==> src/rtl/i2c_pkg.sv <==
// Shared types and constants for the I2C master: FSM states, bus constants, quarter indices.
package i2c_pkg;

    typedef enum logic [3:0] {
        ST_IDLE,
        ST_START,
        ST_ADDR,
        ST_ADDR_ACK,
        ST_MADDR,
        ST_MADDR_ACK,
        ST_WDATA,
        ST_WDATA_ACK,
        ST_RDATA,
        ST_MNACK,
        ST_STOP
    } state_t;

    localparam logic [6:0] I2C_SLAVE_ID = 7'b1010101;
    localparam logic       RW_WRITE     = 1'b0;
    localparam logic       RW_READ      = 1'b1;

    localparam logic [1:0] Q0 = 2'd0;
    localparam logic [1:0] Q1 = 2'd1;
    localparam logic [1:0] Q2 = 2'd2;
    localparam logic [1:0] Q3 = 2'd3;

    function automatic state_t ack_state(input state_t s);
        case (s)
            ST_ADDR:  ack_state = ST_ADDR_ACK;
            ST_MADDR: ack_state = ST_MADDR_ACK;
            default:  ack_state = ST_WDATA_ACK;
        endcase
    endfunction

endpackage

==> src/rtl/i2c_quarter_timer.sv <==
// Divides clk into SCL quarter ticks (one every CLK_DIV cycles) and tracks the quarter index.
// Held at zero while disabled; i_freeze stalls both counter and quarter index.
module i2c_quarter_timer
#(
    parameter int CLK_DIV = 4
) (
    input  logic       clk,
    input  logic       rst,
    input  logic       i_en,
    input  logic       i_freeze,
    output logic       o_tick,
    output logic [1:0] o_qtr
);
    import i2c_pkg::*;

    generate
        if (CLK_DIV < 2 || CLK_DIV > 1023) begin : g_div_chk
            $error("i2c_quarter_timer: CLK_DIV must be in 2..1023");
        end
    endgenerate

    localparam logic [9:0] CNT_MAX = 10'(CLK_DIV - 1);

    logic [9:0] r_cnt;
    logic [1:0] r_qtr;

    assign o_tick = i_en && !i_freeze && (r_cnt == CNT_MAX);
    assign o_qtr  = r_qtr;

    always_ff @(posedge clk or posedge rst) begin
        if (rst) begin
            r_cnt <= '0;
            r_qtr <= Q0;
        end else if (!i_en) begin
            r_cnt <= '0;
            r_qtr <= Q0;
        end else if (!i_freeze) begin
            if (o_tick) begin
                r_cnt <= '0;
                r_qtr <= r_qtr + 2'd1;
            end else begin
                r_cnt <= r_cnt + 10'd1;
            end
        end
    end

endmodule

==> src/rtl/i2c_master_ctrl.sv <==
// I2C master: one byte write (dev, mem addr, data) or current-address read per cmd handshake;
// cmd_ready only in IDLE, commands while busy are dropped. SCL stretching under I2C_MASTER_STRETCH_EN.
module i2c_master_ctrl
#(
    parameter int CLK_DIV = 4,
    parameter int AW      = 8,
    parameter int DW      = 8
) (
    input  logic          clk,
    input  logic          rst,
    input  logic          cmd_valid,
    output logic          cmd_ready,
    input  logic          cmd_rw,
    input  logic [6:0]    cmd_dev_addr,
    input  logic [AW-1:0] cmd_mem_addr,
    input  logic [DW-1:0] cmd_wdata,
    output logic          rsp_valid,
    output logic          rsp_ack_err,
    output logic [DW-1:0] rsp_rdata,
    output logic          busy,
    output logic          scl_o,
    input  logic          scl_i,
    output logic          sda_oe,
    input  logic          sda_i
);
    import i2c_pkg::*;

    generate
        if (AW != 8) begin : g_aw_chk
            $error("i2c_master_ctrl: AW must be 8");
        end
        if (DW != 8) begin : g_dw_chk
            $error("i2c_master_ctrl: DW must be 8");
        end
    endgenerate

    state_t     r_state;
    logic [2:0] r_bit;
    logic [7:0] r_shift;
    logic [7:0] r_maddr;
    logic [7:0] r_wdata;
    logic [7:0] r_rdata;
    logic       r_rw;
    logic       r_ack_err;
    logic       r_scl;
    logic       r_sda_oe;
    logic       r_busy;
    logic       r_rsp_vld;
    logic       r_rsp_err;

    logic       w_tick;
    logic       w_freeze;
    logic [1:0] w_qtr;
    logic       w_accept;

`ifdef I2C_MASTER_STRETCH_EN
    assign w_freeze = r_scl && !scl_i && (w_qtr == Q2 || w_qtr == Q3);
`else
    assign w_freeze = 1'b0 & scl_i;
`endif

    i2c_quarter_timer #(.CLK_DIV(CLK_DIV)) u_timer (
        .clk      (clk),
        .rst      (rst),
        .i_en     (r_busy),
        .i_freeze (w_freeze),
        .o_tick   (w_tick),
        .o_qtr    (w_qtr)
    );

    assign w_accept    = cmd_valid && (r_state == ST_IDLE);
    assign cmd_ready   = (r_state == ST_IDLE);
    assign busy        = r_busy;
    assign scl_o       = r_scl;
    assign sda_oe      = r_sda_oe;
    assign rsp_valid   = r_rsp_vld;
    assign rsp_ack_err = r_rsp_err;
    assign rsp_rdata   = r_rdata;

    // Q1 tick = Q2 entry (SCL rises), Q2 tick = Q3 entry (sample), Q3 tick = next bit's Q0 entry.
    always_ff @(posedge clk or posedge rst) begin
        if (rst) begin
            r_state   <= ST_IDLE;
            r_bit     <= 3'd7;
            r_shift   <= '0;
            r_maddr   <= '0;
            r_wdata   <= '0;
            r_rdata   <= '0;
            r_rw      <= RW_WRITE;
            r_ack_err <= 1'b0;
            r_scl     <= 1'b1;
            r_sda_oe  <= 1'b0;
            r_busy    <= 1'b0;
            r_rsp_vld <= 1'b0;
            r_rsp_err <= 1'b0;
        end else begin
            r_rsp_vld <= 1'b0;
            if (w_accept) begin
                r_state   <= ST_START;
                r_busy    <= 1'b1;
                r_rw      <= cmd_rw;
                r_maddr   <= cmd_mem_addr;
                r_wdata   <= cmd_wdata;
                r_shift   <= {cmd_dev_addr, cmd_rw};
                r_bit     <= 3'd7;
                r_ack_err <= 1'b0;
                r_scl     <= 1'b1;
                r_sda_oe  <= 1'b0;
            end else if (w_tick) begin
                case (w_qtr)
                    Q1: begin
                        r_scl <= 1'b1;
                        if (r_state == ST_START) r_sda_oe <= 1'b1;
                    end
                    Q2: begin
                        case (r_state)
                            ST_ADDR_ACK, ST_MADDR_ACK, ST_WDATA_ACK:
                                if (sda_i) r_ack_err <= 1'b1;
                            ST_RDATA: r_shift  <= {r_shift[6:0], sda_i};
                            ST_STOP:  r_sda_oe <= 1'b0;
                            default:  ;
                        endcase
                    end
                    Q3: begin
                        r_scl <= 1'b0;
                        case (r_state)
                            ST_START: begin
                                r_state  <= ST_ADDR;
                                r_sda_oe <= ~r_shift[7];
                            end
                            ST_ADDR, ST_MADDR, ST_WDATA: begin
                                if (r_bit == 3'd0) begin
                                    r_state  <= ack_state(r_state);
                                    r_bit    <= 3'd7;
                                    r_sda_oe <= 1'b0;
                                end else begin
                                    r_bit    <= 3'(r_bit - 3'd1);
                                    r_shift  <= {r_shift[6:0], 1'b0};
                                    r_sda_oe <= ~r_shift[6];
                                end
                            end
                            ST_ADDR_ACK: begin
                                if (r_ack_err) begin
                                    r_state  <= ST_STOP;
                                    r_sda_oe <= 1'b1;
                                end else if (r_rw == RW_READ) begin
                                    r_state  <= ST_RDATA;
                                    r_sda_oe <= 1'b0;
                                end else begin
                                    r_state  <= ST_MADDR;
                                    r_shift  <= r_maddr;
                                    r_sda_oe <= ~r_maddr[7];
                                end
                            end
                            ST_MADDR_ACK: begin
                                if (r_ack_err) begin
                                    r_state  <= ST_STOP;
                                    r_sda_oe <= 1'b1;
                                end else begin
                                    r_state  <= ST_WDATA;
                                    r_shift  <= r_wdata;
                                    r_sda_oe <= ~r_wdata[7];
                                end
                            end
                            ST_RDATA: begin
                                if (r_bit == 3'd0) begin
                                    r_state <= ST_MNACK;
                                    r_bit   <= 3'd7;
                                end else begin
                                    r_bit <= 3'(r_bit - 3'd1);
                                end
                            end
                            ST_WDATA_ACK, ST_MNACK: begin
                                r_state  <= ST_STOP;
                                r_sda_oe <= 1'b1;
                            end
                            ST_STOP: begin
                                r_state   <= ST_IDLE;
                                r_scl     <= 1'b1;
                                r_busy    <= 1'b0;
                                r_rsp_vld <= 1'b1;
                                r_rsp_err <= r_ack_err;
                                if (r_rw == RW_READ) r_rdata <= r_shift;
                            end
                            default: r_state <= ST_IDLE;
                        endcase
                    end
                    default: ;
                endcase
            end
        end
    end

endmodule

==> config.mk <==
export PLATFORM = sky130hd
export DESIGN_NAME = i2c_master_ctrl
export DESIGN_NICKNAME = d
export VERILOG_FILES = /design/src/rtl/i2c_pkg.sv /design/src/rtl/i2c_quarter_timer.sv /design/src/rtl/i2c_master_ctrl.sv
export SDC_FILE = /design/constraint.sdc
export NUM_CORES = 1
export LEC_CHECK = 0
export ABC_AREA = 1
export CAP_MARGIN = 25
export CORE_ASPECT_RATIO = 1.25
export CORE_MARGIN = 2
export CORE_UTILIZATION = 55
export CTS_CLUSTER_DIAMETER = 80
export CTS_CLUSTER_SIZE = 40
export DETAILED_ROUTE_END_ITERATION = 12
export HOLD_SLACK_MARGIN = 0.1
export PLACE_DENSITY = 0.87
export SLEW_MARGIN = 20
export SYNTH_ARGS = -nofsm -noshare
export SYNTH_HDL_FRONTEND = slang
export SYNTH_SLANG_ARGS = --single-unit
==> constraint.sdc <==
create_clock -name clk -period 3 [get_ports clk]
set_clock_uncertainty 0.1 [all_clocks]
set_input_delay 0.6 -clock clk [delete_from_list [all_inputs] [get_ports clk]]
set_output_delay 0.6 -clock clk [all_outputs]
set_load 0.005 [all_outputs]
---- Yosys cells after proc, flatten, opt, wreduce, memory -nomap -nowiden ----
Index checks and enable logic that the tools add are counted.
storage, ports and cells
  register bits after elaboration ......... 58
  word-level logic and storage cells ...... 129
  output and inout bits ................... 14
  input port bits ......................... 29
cells by class
  add/sub/neg operators ................... 3
  multiplexer cells ....................... 53
  eq/ne operators ......................... 26
  bitwise logic cells ..................... 5
  reductions and logical operators ........ 27
operators by type and width
  operator                                                          number
  8-bit 2-to-1 mux                                                  7
  4-bit 2-to-1 mux                                                  8
  4-bit case mux with 6 select lines                                1
  8-bit case mux with 3 select lines                                1
  1-bit 2-to-1 mux                                                  22
  10-bit 2-to-1 mux                                                 2
  4-bit by 3-bit == test with 1-bit output, second input constant   4
  4-bit != test, second input constant                              4
  8-bit case mux with 2 select lines                                1
  3-bit 2-to-1 mux                                                  5
  3-bit != test, second input constant                              5
  2-bit nonzero test                                                7
  4-bit == test, second input constant                              3
  4-bit AND reduction                                               3
  10-bit by 1-bit adder with 10-bit output, second input constant   1
  10-bit by 2-bit == test with 1-bit output, second input constant  1
  5-bit AND reduction                                               2
  4-bit by 2-bit == test with 1-bit output, second input constant   2
  8-bit AND reduction                                               1
  7-bit by 3-bit != test with 1-bit output, second input constant   1
  3-bit case mux with 2 select lines                                1
  3-bit AND reduction                                               2
  3-bit nonzero test                                                2
  3-bit OR reduction                                                2
  19 further kinds                                                  26

---- Depth between registers and ports, before layout ----
Gate-level depths: netlist of the first run.
  depth after elaboration ................. 7
  gate-level depth with buffers ........... 13
  gate-level depth less buffers ........... 12

---- By module ----
A second synthesis of the first run with hierarchy kept.
unflattened totals
  cells, all modules ...................... 425
  area total of the unflattened synthesis .. 3254.4 µm²
by module, submodules not included
  module             cells each  instances  area each (µm²)  seq. area each (µm²)
  i2c_master_ctrl    334         1          2508.7           1156.1
  i2c_quarter_timer  91          1          745.7            300.3

---- Least setup slack after synthesis of the first run ----
OpenSTA, ideal clock, no wires.
  kind .................................... reg-to-reg
  start ................................... register u_timer.r_cnt[0]
  end ..................................... register r_rdata[0] (netlist: rsp_rdata[0])
  setup slack ............................. 1332 ps
  setup time .............................. 121 ps
  clock period less this slack ............ 1668 ps
  cell stages (with the launch flop) ...... 12
  required time ........................... 2779 ps
  buffers on the path ..................... 1
  arrival time ............................ 1447 ps
  cell sequence ........................... dfrtp_1 -> ha_1 -> inv_1 -> nor2_1 -> nand2_1 -> nor2_1 -> nand2_2 -> inv_2 -> nand3_2 -> buf_2 -> o21ai_1 -> nand2_1
between the ends
  cells in the longest elaborated chain, start to end .. 3
ends and longest elaborated chain
  item                                       line                     text
  from (decl)                                i2c_quarter_timer.sv:24  logic [9:0] r_cnt;
  from (signal assigned)                     i2c_quarter_timer.sv:42  r_cnt <= r_cnt + 10'd1;
  10-bit by 2-bit == test with 1-bit output  i2c_quarter_timer.sv:27  assign o_tick = i_en && !i_freeze && (r_cnt == CNT_MAX);
  1-bit logical AND                          i2c_quarter_timer.sv:27
  5-bit AND reduction (no line)              -
  to (signal assigned)                       i2c_master_ctrl.sv:183   if (r_rw == RW_READ) r_rdata <= r_shift;
  to (decl)                                  i2c_master_ctrl.sv:42    logic [7:0] r_rdata;
No other way between the ends.
A chain may end at the register's enable or synchronous reset.

---- Final worst setup path of the first run ----
  start ................................... register r_state[0]
  end ..................................... output cmd_ready
between the ends
  cells in the longest elaborated chain, start to end .. 1
ends and longest elaborated chain
  item                    line                    text
  from (decl)             i2c_master_ctrl.sv:37   state_t r_state;
  from (signal assigned)  i2c_master_ctrl.sv:133  r_state <= ack_state(r_state);
  4-bit zero test         i2c_master_ctrl.sv:72   assign cmd_ready = (r_state == ST_IDLE);
  to (decl)               i2c_master_ctrl.sv:12   output logic cmd_ready,
No other way between the ends.

==> impl_metrics.py, run 1 <==
metrics = {
    "clock_tree": {
        "ctsHoldBuffers": 0,
        "postCtsSetupRepairBufs": 0,
        "clk_pin_slew_ps": 70,
        "clk_latency_ps": 350,
        "cts_tree": "built",
        "numCtsBuffers": 9,
        "clock_sinks": 58,
        "cts.path.max_buffers": 2,
        "cts_resized": 0,
        "root_buffer": "clkbuf_8",
        "cts_max_level": 3,
    },
    "sta": {
        "drv_slew": 0,
        "max_freq_ghz": 0.4085,
        "hold_slack_ps": 377.3,
        "tns_ps": 0,
        "final-setup-viol-count": 0,
        "relSlewSlack": 0.4130,
        "min_period_over_period": 0.8159,
        "hold_viol": 0,
        "rsz0062_at_grt": "false",
        "finalCriticalPeriod_ps": 2448,
        "layout_setup_ws_ps": 552.2,
        "worstMarginPinSlew_ps": 879.2,
    },
    "logic_synthesis": {
        "ys_types": 32,
        "syn_inst": 424,
        "ys.flop_type": "dfrtp_1",
        "synthArstFlopShare": 1.000,
        "synth_seq_cells": 58,
        "yosysWarnings": 0,
        "ys_seq_area_frac": 0.4543,
        "synth_area_um2": 3206,
        "synth_edf_count": 0,
        "synth_nets": 459,
        "syn_avg_cell_area_um2": 7.560,
    },
    "floorplanning": {
        "initial_core_util": 0.5622,
        "die_h_um": 89.36,
        "io_pins": 43,
        "fp.coreArea_um2": 5702,
        "die_w_um": 72.29,
        "fp.dieArea_um2": 6459,
        "rows": 31,
    },
    "critical_path": {
        "slowest_stage": "clkdlybuf4s50_1",
        "cp-start-kind": "register",
        "max_stage_delay_ps": 500,
        "critPathTopFamily": "buffers and inverters",
        "arrival_ps": 1750,
        "worstPathMaxFanout": 7,
        "worst_setup_path_end_kind": "output pin",
        "path_buf_inv": 2,
        "path_cells": "nor2_2 > inv_1 > nor2_1 > clkdlybuf4s50_1",
        "cp.required_ps": 2300,
        "critPathKind": "register to output pin",
    },
    "power": {
        "p_leak_nw": 1.993,
        "ir_drop_uv": 311.1,
        "power_density_nw_per_um2": 425.8,
    },
    "final_layout": {
        "n_antenna_cell": 0,
        "final_cell_mix": "nand2_1, dfrtp_1, clkdlybuf4s50_1",
        "layout_commonest_cell": "nand2_1",
        "final_nets": 505,
        "drive_gt1_frac": 0.1347,
        "syn_to_final_growth_pct": 21.35,
    },
    "routing": {
        "postRouteAntennaNets": 0,
        "drt_iter0_drc": 155,
        "dr.pass1.iters": 4,
        "vias": 2804,
        "finalWirelength_mm": 6.770,
        "drc": 0,
        "wire_per_inst_um": 12.51,
        "viasPerCell": 5.183,
    },
    "worst_hold_path": {
        "hold_class": "register to register",
    },
    "run": {
        "cap_violations": 0,
    },
    "status": {
        "run_status": "completed",
    },
    "grt": {
        "grt_max_degree": 43,
        "grt_pass1_wl_mm": 11.94,
        "track_usage": 0.2411,
        "antenna_found_initial": 0,
        "grt_pass1_vias": 2766,
        "overflow": 0,
    },
    "placement": {
        "preCtsSetupSlack_ps": 631.4,
        "port_buffers": 41,
        "routabilityCongestion": 0.9006,
        "dp_hpwl_mm": 4.990,
    },
}
## per-stage QoR
stage | cell area, µm² | cells | util | power [W]
2_1_floorplan | 3206 | 424 | - | 0.0008087
3_3_place_gp | 3662 | 525 | 0.6423 | 0.0008507
3_5_place_dp | 3662 | 525 | 0.6423 | 0.0008513
4_1_cts | 3890 | 541 | 0.6822 | 0.001666
5_1_grt | 3890 | 541 | 0.6822 | 0.001706
6_report | 3890 | 541 | 0.6822 | 0.001656
## layer usage
| metal | global-route usage | vias up | wire, µm |
|---|---|---|---|
| met5 | 0 | - | 0 |
| met4 | 0.1252 | 0 | 170 |
| met3 | 0.04059 | 15 | 252 |
| met2 | 0.4304 | 64 | 3504 |
| met1 | 0.2765 | 1300 | 2843 |
| li1 | - | 1425 | - |
## Yosys cell counts (5+ instances only)
master | count | area share
a21oi_1 | 7 | 0.011
buf_2 | 5 | 0.0078
dfrtp_1 | 54 | 0.42
ha_1 | 6 | 0.023
inv_1 | 41 | 0.048
inv_2 | 11 | 0.013
nand2_1 | 158 | 0.19
nand2_2 | 6 | 0.012
nand2_4 | 6 | 0.021
nand3_1 | 22 | 0.034
nor2_1 | 24 | 0.028
o21ai_0 | 22 | 0.034
o21ai_1 | 23 | 0.036
## path summary, 6_finish.rpt
| check | from | to | slack (ps) | cells after the start |
|---|---|---|---|---|
| worst max-delay path | r_state[0]$_DFFE_PP0P_ | cmd_ready | 550 | 4 |
| worst min-delay path | u_timer.r_cnt[0]$_DFF_PP0_ | u_timer.r_cnt[0]$_DFF_PP0_ | 380 | 1 |
| worst max register to register | u_timer.r_cnt[0]$_DFF_PP0_ | rsp_rdata[6]$_DFFE_PP0P_ | 940 | 11 |
| worst min register to register | u_timer.r_cnt[0]$_DFF_PP0_ | u_timer.r_cnt[0]$_DFF_PP0_ | 380 | 1 |
| max in group asynchronous | rst | r_maddr[7]$_DFFE_PP0P_ | 1470 | 3 |
| min in group asynchronous | rst | rsp_rdata[1]$_DFFE_PP0P_ | 650 | 2 |
## state kept, by name (all words and copies together) (netlist names)
register,count
r_ack_err,1
busy,1
rsp_ack_err,1
rsp_rdata,8
r_rw,1
scl_o,1
r_shift,8
r_state,4
u_timer.r_cnt,10
r_wdata,8
rsp_valid,1
r_maddr,8
u_timer.o_qtr,2
r_bit,3
sda_oe,1
## final cells by class
class | instances | area [µm²]
Fill cell | 455 | 1812
Multi-Input combinational cell | 303 | 1484
Sequential cell | 58 | 1456
Timing Repair Buffer | 44 | 432.9
Inverter | 54 | 206.4
Clock buffer | 9 | 123.9
Clock inverter | 7 | 103.9
Tap cell | 66 | 82.58
## worst reg2reg max path: stages, from the launching register on
cell,delay [ps]
dfrtp_1,380
ha_1,210
inv_1,80
nor2_1,80
nand2_1,60
nor2_1,210
nand2_2,130
inv_2,100
nand3_2,240
nor2_4,260
nand2_1,90
nand2_1,80
## cell families (layout without fill, tap and decap cells)
kind of cell,Yosys count,count (layout),synth area share
compound gates,59,59,0.09563
xor+xnor,2,2,0.005465
fa+ha+maj,6,6,0.02342
buf+inv,63,114,0.08275
flops,58,58,0.4543
simple gates,236,236,0.3384
## power breakdown
group	internal [W]	switching [W]	leakage, nW	total, W
clock network	0.000474	0.000347	0.114	0.000821
registers	0.000782	0	0.708	0.000782
logic	0.0000325	0.0000210	1.17	0.0000535
No activity file was read; power rests on OpenSTA's default activity.
==> run 2: changes to the inputs <==
==> constraint.sdc (replaced) <==
create_clock -name clk -period 2.4 [get_ports clk]
set_clock_uncertainty 0.1 [all_clocks]
set_input_delay 0.48 -clock clk [delete_from_list [all_inputs] [get_ports clk]]
set_output_delay 0.48 -clock clk [all_outputs]
set_load 0.005 [all_outputs]
==> run 2 against run 1 <==
Setup slack worse by 440 ps; core utilization grew 0.42 points; routed wire length fell by 0.31%; sequential power increased by 25%; count of clock-buffer cells in the layout increased by 2; sequential share of layout area is 0.23 points lower; clock power rose by 24%; via count grew 1.7%; hold slack got worse by 3.5 ps; critical path type unchanged; largest cell class unchanged.
==> impl_metrics.py, run 2 (synthesis results as in run 1) <==
metrics = {
    "placement": {
        "port_buffers": 41,
        "dp_hpwl_mm": 4.920,
        "routabilityCongestion": 0.9264,
    },
    "floorplanning": {
        "fp.dieArea_um2": 6459,
        "die_w_um": 72.29,
        "initial_core_util": 0.5622,
        "io_pins": 43,
        "rows": 31,
        "fp.coreArea_um2": 5702,
        "die_h_um": 89.36,
    },
    "critical_path": {
        "r2r_cells": 11,
        "rr_endpoint": "rsp_rdata[4]$_DFFE_PP0P_",
        "cp.required_ps": 1820,
        "rrSetupSlack_ps": 380,
        "slowest_stage": "clkdlybuf4s50_1",
        "critPathTopFamily": "buffers and inverters",
        "cp-start-kind": "register",
        "path_buf_inv": 2,
        "r2r-start": "u_timer.r_cnt[0]$_DFF_PP0_",
        "worstPathMaxFanout": 6,
        "path_cells": "nor2_4 > inv_1 > nor2_1 > clkdlybuf4s50_1",
        "worst_setup_path_end_kind": "output pin",
        "critPathKind": "register to output pin",
        "arrival_ps": 1700,
        "max_stage_delay_ps": 500,
    },
    "worst_hold_path": {
        "hold_end": "u_timer.r_cnt[0]$_DFF_PP0_",
        "whs_path_depth": 1,
        "hold_class": "register to register",
        "worst_hold_startpoint": "u_timer.r_cnt[0]$_DFF_PP0_",
    },
    "sta": {
        "relSlewSlack": 0.7426,
        "tns_ps": 0,
        "hold_slack_ps": 373.8,
        "hold_viol": 0,
        "drv_slew": 0,
        "worstMarginPinSlew_ps": 385.5,
        "rsz0062_at_grt": "false",
        "min_period_over_period": 0.9513,
        "max_freq_ghz": 0.4380,
        "final-setup-viol-count": 0,
        "finalCriticalPeriod_ps": 2283,
    },
    "final_layout": {
        "largest_reg_flops": 10,
        "num-fill-cells": 461,
        "drive_gt1_frac": 0.1347,
        "layout_commonest_cell": "nand2_1",
        "final_cell_mix": "nand2_1, dfrtp_1, clkdlybuf4s50_1",
        "regMostFlops": "u_timer.r_cnt",
        "syn_to_final_growth_pct": 22.09,
        "final_nets": 506,
        "n_antenna_cell": 0,
    },
    "clock_tree": {
        "clock_sinks": 58,
        "numCtsBuffers": 9,
        "cts_tree": "built",
        "cts_max_level": 3,
        "root_buffer": "clkbuf_8",
        "clk_latency_ps": 350,
        "ctsHoldBuffers": 0,
        "cts_resized": 0,
        "cts.path.max_buffers": 2,
        "clk_pin_slew_ps": 60,
        "postCtsSetupRepairBufs": 0,
    },
    "grt": {
        "grt_pass1_wl_mm": 11.52,
        "antenna_found_initial": 0,
        "track_usage": 0.2336,
        "grt_pass1_vias": 2723,
        "grt_max_degree": 59,
        "overflow": 0,
    },
    "routing": {
        "drt_iter0_drc": 158,
        "vias": 2852,
        "viasPerCell": 5.272,
        "wire_per_inst_um": 12.48,
        "drc": 0,
        "finalWirelength_mm": 6.749,
        "dr.pass1.iters": 4,
        "postRouteAntennaNets": 0,
    },
    "power": {
        "switchingPower_w": 0.0004142,
        "power_density_nw_per_um2": 528.6,
        "p_int_w": 0.001655,
        "clockPowerShare": 0.495,
        "pwr-share-seq": 0.473,
        "swShare": 0.2002,
        "ir_drop_uv": 403.3,
        "power_frac_comb": 0.033,
        "p_leak_nw": 1.997,
    },
    "run": {
        "cap_violations": 0,
    },
    "status": {
        "run_status": "completed",
    },
}
==> run 2: cell types whose count changed in the layout (fill, tap and decap cells not counted), sizes merged <==
cell      delta
clkbuf       +2
clkinv       -5
buf          +1
clkinvlp     +2
==> run 2: how the worst max path moves through the flow <==
stage          slack (ps)               end  cells after the start              startpoint
3_3_place_gp          320  busy$_DFFE_PP0P_                      6               cmd_valid
3_5_place_dp          290  busy$_DFFE_PP0P_                      6               cmd_valid
6_report              120         cmd_ready                      4  r_state[3]$_DFFE_PP0P_
2_1_floorplan         400  busy$_DFFE_PP0P_                      1                     rst
5_1_grt               0.7         cmd_ready                      4  r_state[3]$_DFFE_PP0P_
4_1_cts                50         cmd_ready                      4  r_state[0]$_DFFE_PP0P_
==> run 2: layer usage <==
layer | up-vias | global-route usage | part of all wire
met3 | 17 | 0.07103 | 0.053
li1 | 1427 | - | -
met4 | 0 | 0.1132 | 0.021
met5 | - | 0 | 0
met2 | 90 | 0.4162 | 0.52
met1 | 1318 | 0.2516 | 0.41
==> run 2: power by group through the flow <==
stage / clock network [W] / logic, W / registers (W)
after CTS: 0.00104 / 0.0000695 / 0.000978
after global routing: 0.00108 / 0.0000764 / 0.000977
after floorplan: 0 / 0.0000150 / 0.000996
final: 0.00102 / 0.0000677 / 0.000978
after detailed placement: 0 / 0.0000695 / 0.000996
after global placement: 0 / 0.0000689 / 0.000996
==> run 2: worst register-to-register path: stages (launching register included) <==
cell and delay [ps]:
dfrtp_1 370, ha_1 220, inv_1 70, nor2_1 90, nand2_1 60, nor2_1 180
nand2_2 120, inv_2 90, nand3_2 230, nor2_4 260, nand2_1 90, nand2_1 80
==> run 2: through the flow <==
step                      std cells  cell area [µm²]    util  setup slack, ps  total power, W
after floorplan                 424             3206       -            398.6        0.001011
after global placement          526             3682  0.6458            322.2        0.001065
after detailed placement        526             3682  0.6458            286.7        0.001065
after CTS                       541             3909  0.6855            47.22        0.002086
after global routing            541             3914  0.6864           0.6815        0.002135
final                           541             3914  0.6864            116.8        0.002069
==> run 2: cell type report <==
type | instances | area (µm²) | share of cell area
tap | 66 | 82.58 | 0.02110
multi-input combinational | 303 | 1489 | 0.3804
clock inverter | 4 | 75.07 | 0.01918
timing repair buffer | 45 | 452.9 | 0.1157
inverter | 54 | 206.4 | 0.05275
sequential | 58 | 1456 | 0.3721
clock buffer | 11 | 151.4 | 0.03868
==> run 3: changes to the inputs <==
--- a/config.mk
+++ b/config.mk
@@ -8,7 +8,7 @@
 export ABC_AREA = 1
 export CAP_MARGIN = 25
 export CORE_ASPECT_RATIO = 1.25
-export CORE_MARGIN = 2
+export CORE_MARGIN = 1
 export CORE_UTILIZATION = 55
 export CTS_CLUSTER_DIAMETER = 80
 export CTS_CLUSTER_SIZE = 40
==> run 3 against run 2 <==
Power is 5.2% lower; hold slack worse by 45 ps; critical endpoint unchanged; via count is 1.3% lower; critical path type unchanged; sequential power hardly changed.
==> impl_metrics.py, run 3 (synthesis results as in run 1) <==
metrics = {
    "status": {
        "run_status": "completed",
    },
    "sta": {
        "drv_slew": 0,
        "min_period_over_period": 0.9591,
        "rsz0062_at_grt": "false",
        "worstMarginPinSlew_ps": 369.4,
        "final-setup-viol-count": 0,
        "finalCriticalPeriod_ps": 2302,
        "max_freq_ghz": 0.4344,
        "hold_viol": 0,
        "relSlewSlack": 0.7534,
        "tns_ps": 0,
    },
    "placement": {
        "port_buffers": 41,
        "dp.cells": 526,
        "dp_hpwl_mm": 4.990,
        "routabilityCongestion": 0.8824,
    },
    "grt": {
        "grt_pass1_wl_mm": 11.36,
        "overflow": 0,
        "grt_max_degree": 30,
        "antenna_found_initial": 0,
        "grt_pass1_vias": 2662,
        "track_usage": 0.2384,
    },
    "routing": {
        "viasPerCell": 5.192,
        "finalWirelength_mm": 6.563,
        "dr.pass1.iters": 4,
        "drc": 0,
        "postRouteAntennaNets": 0,
        "drt_iter0_drc": 191,
        "wire_per_inst_um": 12.11,
        "vias": 2814,
    },
    "clock_tree": {
        "root_buffer": "clkbuf_8",
        "cts_max_level": 3,
        "clock_sinks": 58,
        "clk_pin_slew_ps": 60,
        "cts_tree": "built",
        "numCtsBuffers": 9,
        "clk_latency_ps": 340,
        "cts.path.max_buffers": 2,
    },
    "floorplanning": {
        "rows": 30,
        "io_pins": 43,
        "die_h_um": 87.36,
        "initial_core_util": 0.5810,
        "die_w_um": 70.29,
        "fp.dieArea_um2": 6140,
        "fp.coreArea_um2": 5518,
    },
    "final_layout": {
        "largest_reg_flops": 10,
        "drive_gt1_frac": 0.1402,
        "layout_commonest_cell": "nand2_1",
        "regMostFlops": "u_timer.r_cnt",
        "syn_to_final_growth_pct": 21.78,
        "final_cell_count_no_fill": 542,
        "final_cell_mix": "nand2_1, dfrtp_1, clkdlybuf4s50_1",
        "n_antenna_cell": 0,
        "final_nets": 508,
    },
    "power": {
        "p_leak_nw": 2.004,
        "power.total_w": 0.001962,
        "power_density_nw_per_um2": 502.5,
        "ir_drop_uv": 348.6,
    },
    "critical_path": {
        "cp.required_ps": 1820,
        "r2r_cells": 11,
        "rrSetupSlack_ps": 480,
        "slowest_stage": "clkdlybuf4s50_1",
        "r2r-start": "u_timer.r_cnt[0]$_DFF_PP0_",
        "arrival_ps": 1720,
        "worstPathMaxFanout": 6,
        "rr_endpoint": "rsp_rdata[3]$_DFFE_PP0P_",
        "critPathKind": "register to output pin",
        "cp-start-kind": "register",
        "worst_setup_path_end_kind": "output pin",
        "max_stage_delay_ps": 510,
        "path_cells": "nor2_4 > inv_1 > nor2_1 > clkdlybuf4s50_1",
    },
    "worst_hold_path": {
        "hold_class": "input port to async pin",
    },
    "run": {
        "cap_violations": 0,
    },
}
## run 3: cell type report
class	count	area [µm²]
Tap cell	64	80.08
Inverter	54	206.4
Clock inverter	5	52.55
Multi-Input combinational cell	303	1489
Fill cell	439	1614
Timing Repair Buffer	47	467.9
Sequential cell	58	1456
Clock buffer	11	151.4
## run 3: report_power, final
group / switching (W) / leakage (nW) / internal (W) / total (W)
clock: 0.000386 / 0.105 / 0.000530 / 0.000915
combinational: 0.0000255 / 1.19 / 0.0000428 / 0.0000683
sequential: 0 / 0.708 / 0.000978 / 0.000978
## run 3: how the worst max path moves through the flow
stage	start	end	slack (ps)	depth (start not counted)
finish	r_state[3]$_DFFE_PP0P_	cmd_ready	100	4
global route	r_state[3]$_DFFE_PP0P_	cmd_ready	1	4
CTS	r_state[0]$_DFFE_PP0P_	cmd_ready	50	4
detailed placement	cmd_valid	r_shift[0]$_DFFE_PP0P_	290	8
global placement	cmd_valid	r_shift[7]$_DFFE_PP0P_	330	8
floorplan	rst	busy$_DFFE_PP0P_	400	1
## run 3: through the flow
stage | util | instance area (µm²) | hold WS, ps | worst slack [ps]
floorplan | - | 3206 | 332.9 | 398.6
global placement | 0.6696 | 3695 | 344.3 | 328.1
CTS | 0.7066 | 3899 | 334.7 | 48.20
detailed placement | 0.6696 | 3695 | 355.5 | 287.8
finish | 0.7075 | 3904 | 328.7 | 98.16
global route | 0.7075 | 3904 | 364.8 | 1.172
## run 3: per-layer routing
metal | part of all wire | routed length, µm | track usage
met2 | 0.51 | 3360 | 0.4043
met4 | 0.016 | 102 | 0.09455
met5 | 0 | 0 | 0
met1 | 0.41 | 2701 | 0.2883
met3 | 0.061 | 399 | 0.06366
## run 3: worst max-delay path, delay by kind of cell, from the launching register on
| family | cells | cell delay, ps |
|---|---|---|
| simple gates | 2 | 340 |
| flops | 1 | 480 |
| buf+inv | 2 | 570 |
## run 3: what timing repair did
item / CTS / global route
setup buffers: 0 / 0
hold buffers: 0 / 0
endpoints found under the setup margin: 0 / 1
resized for setup: 0 / 1
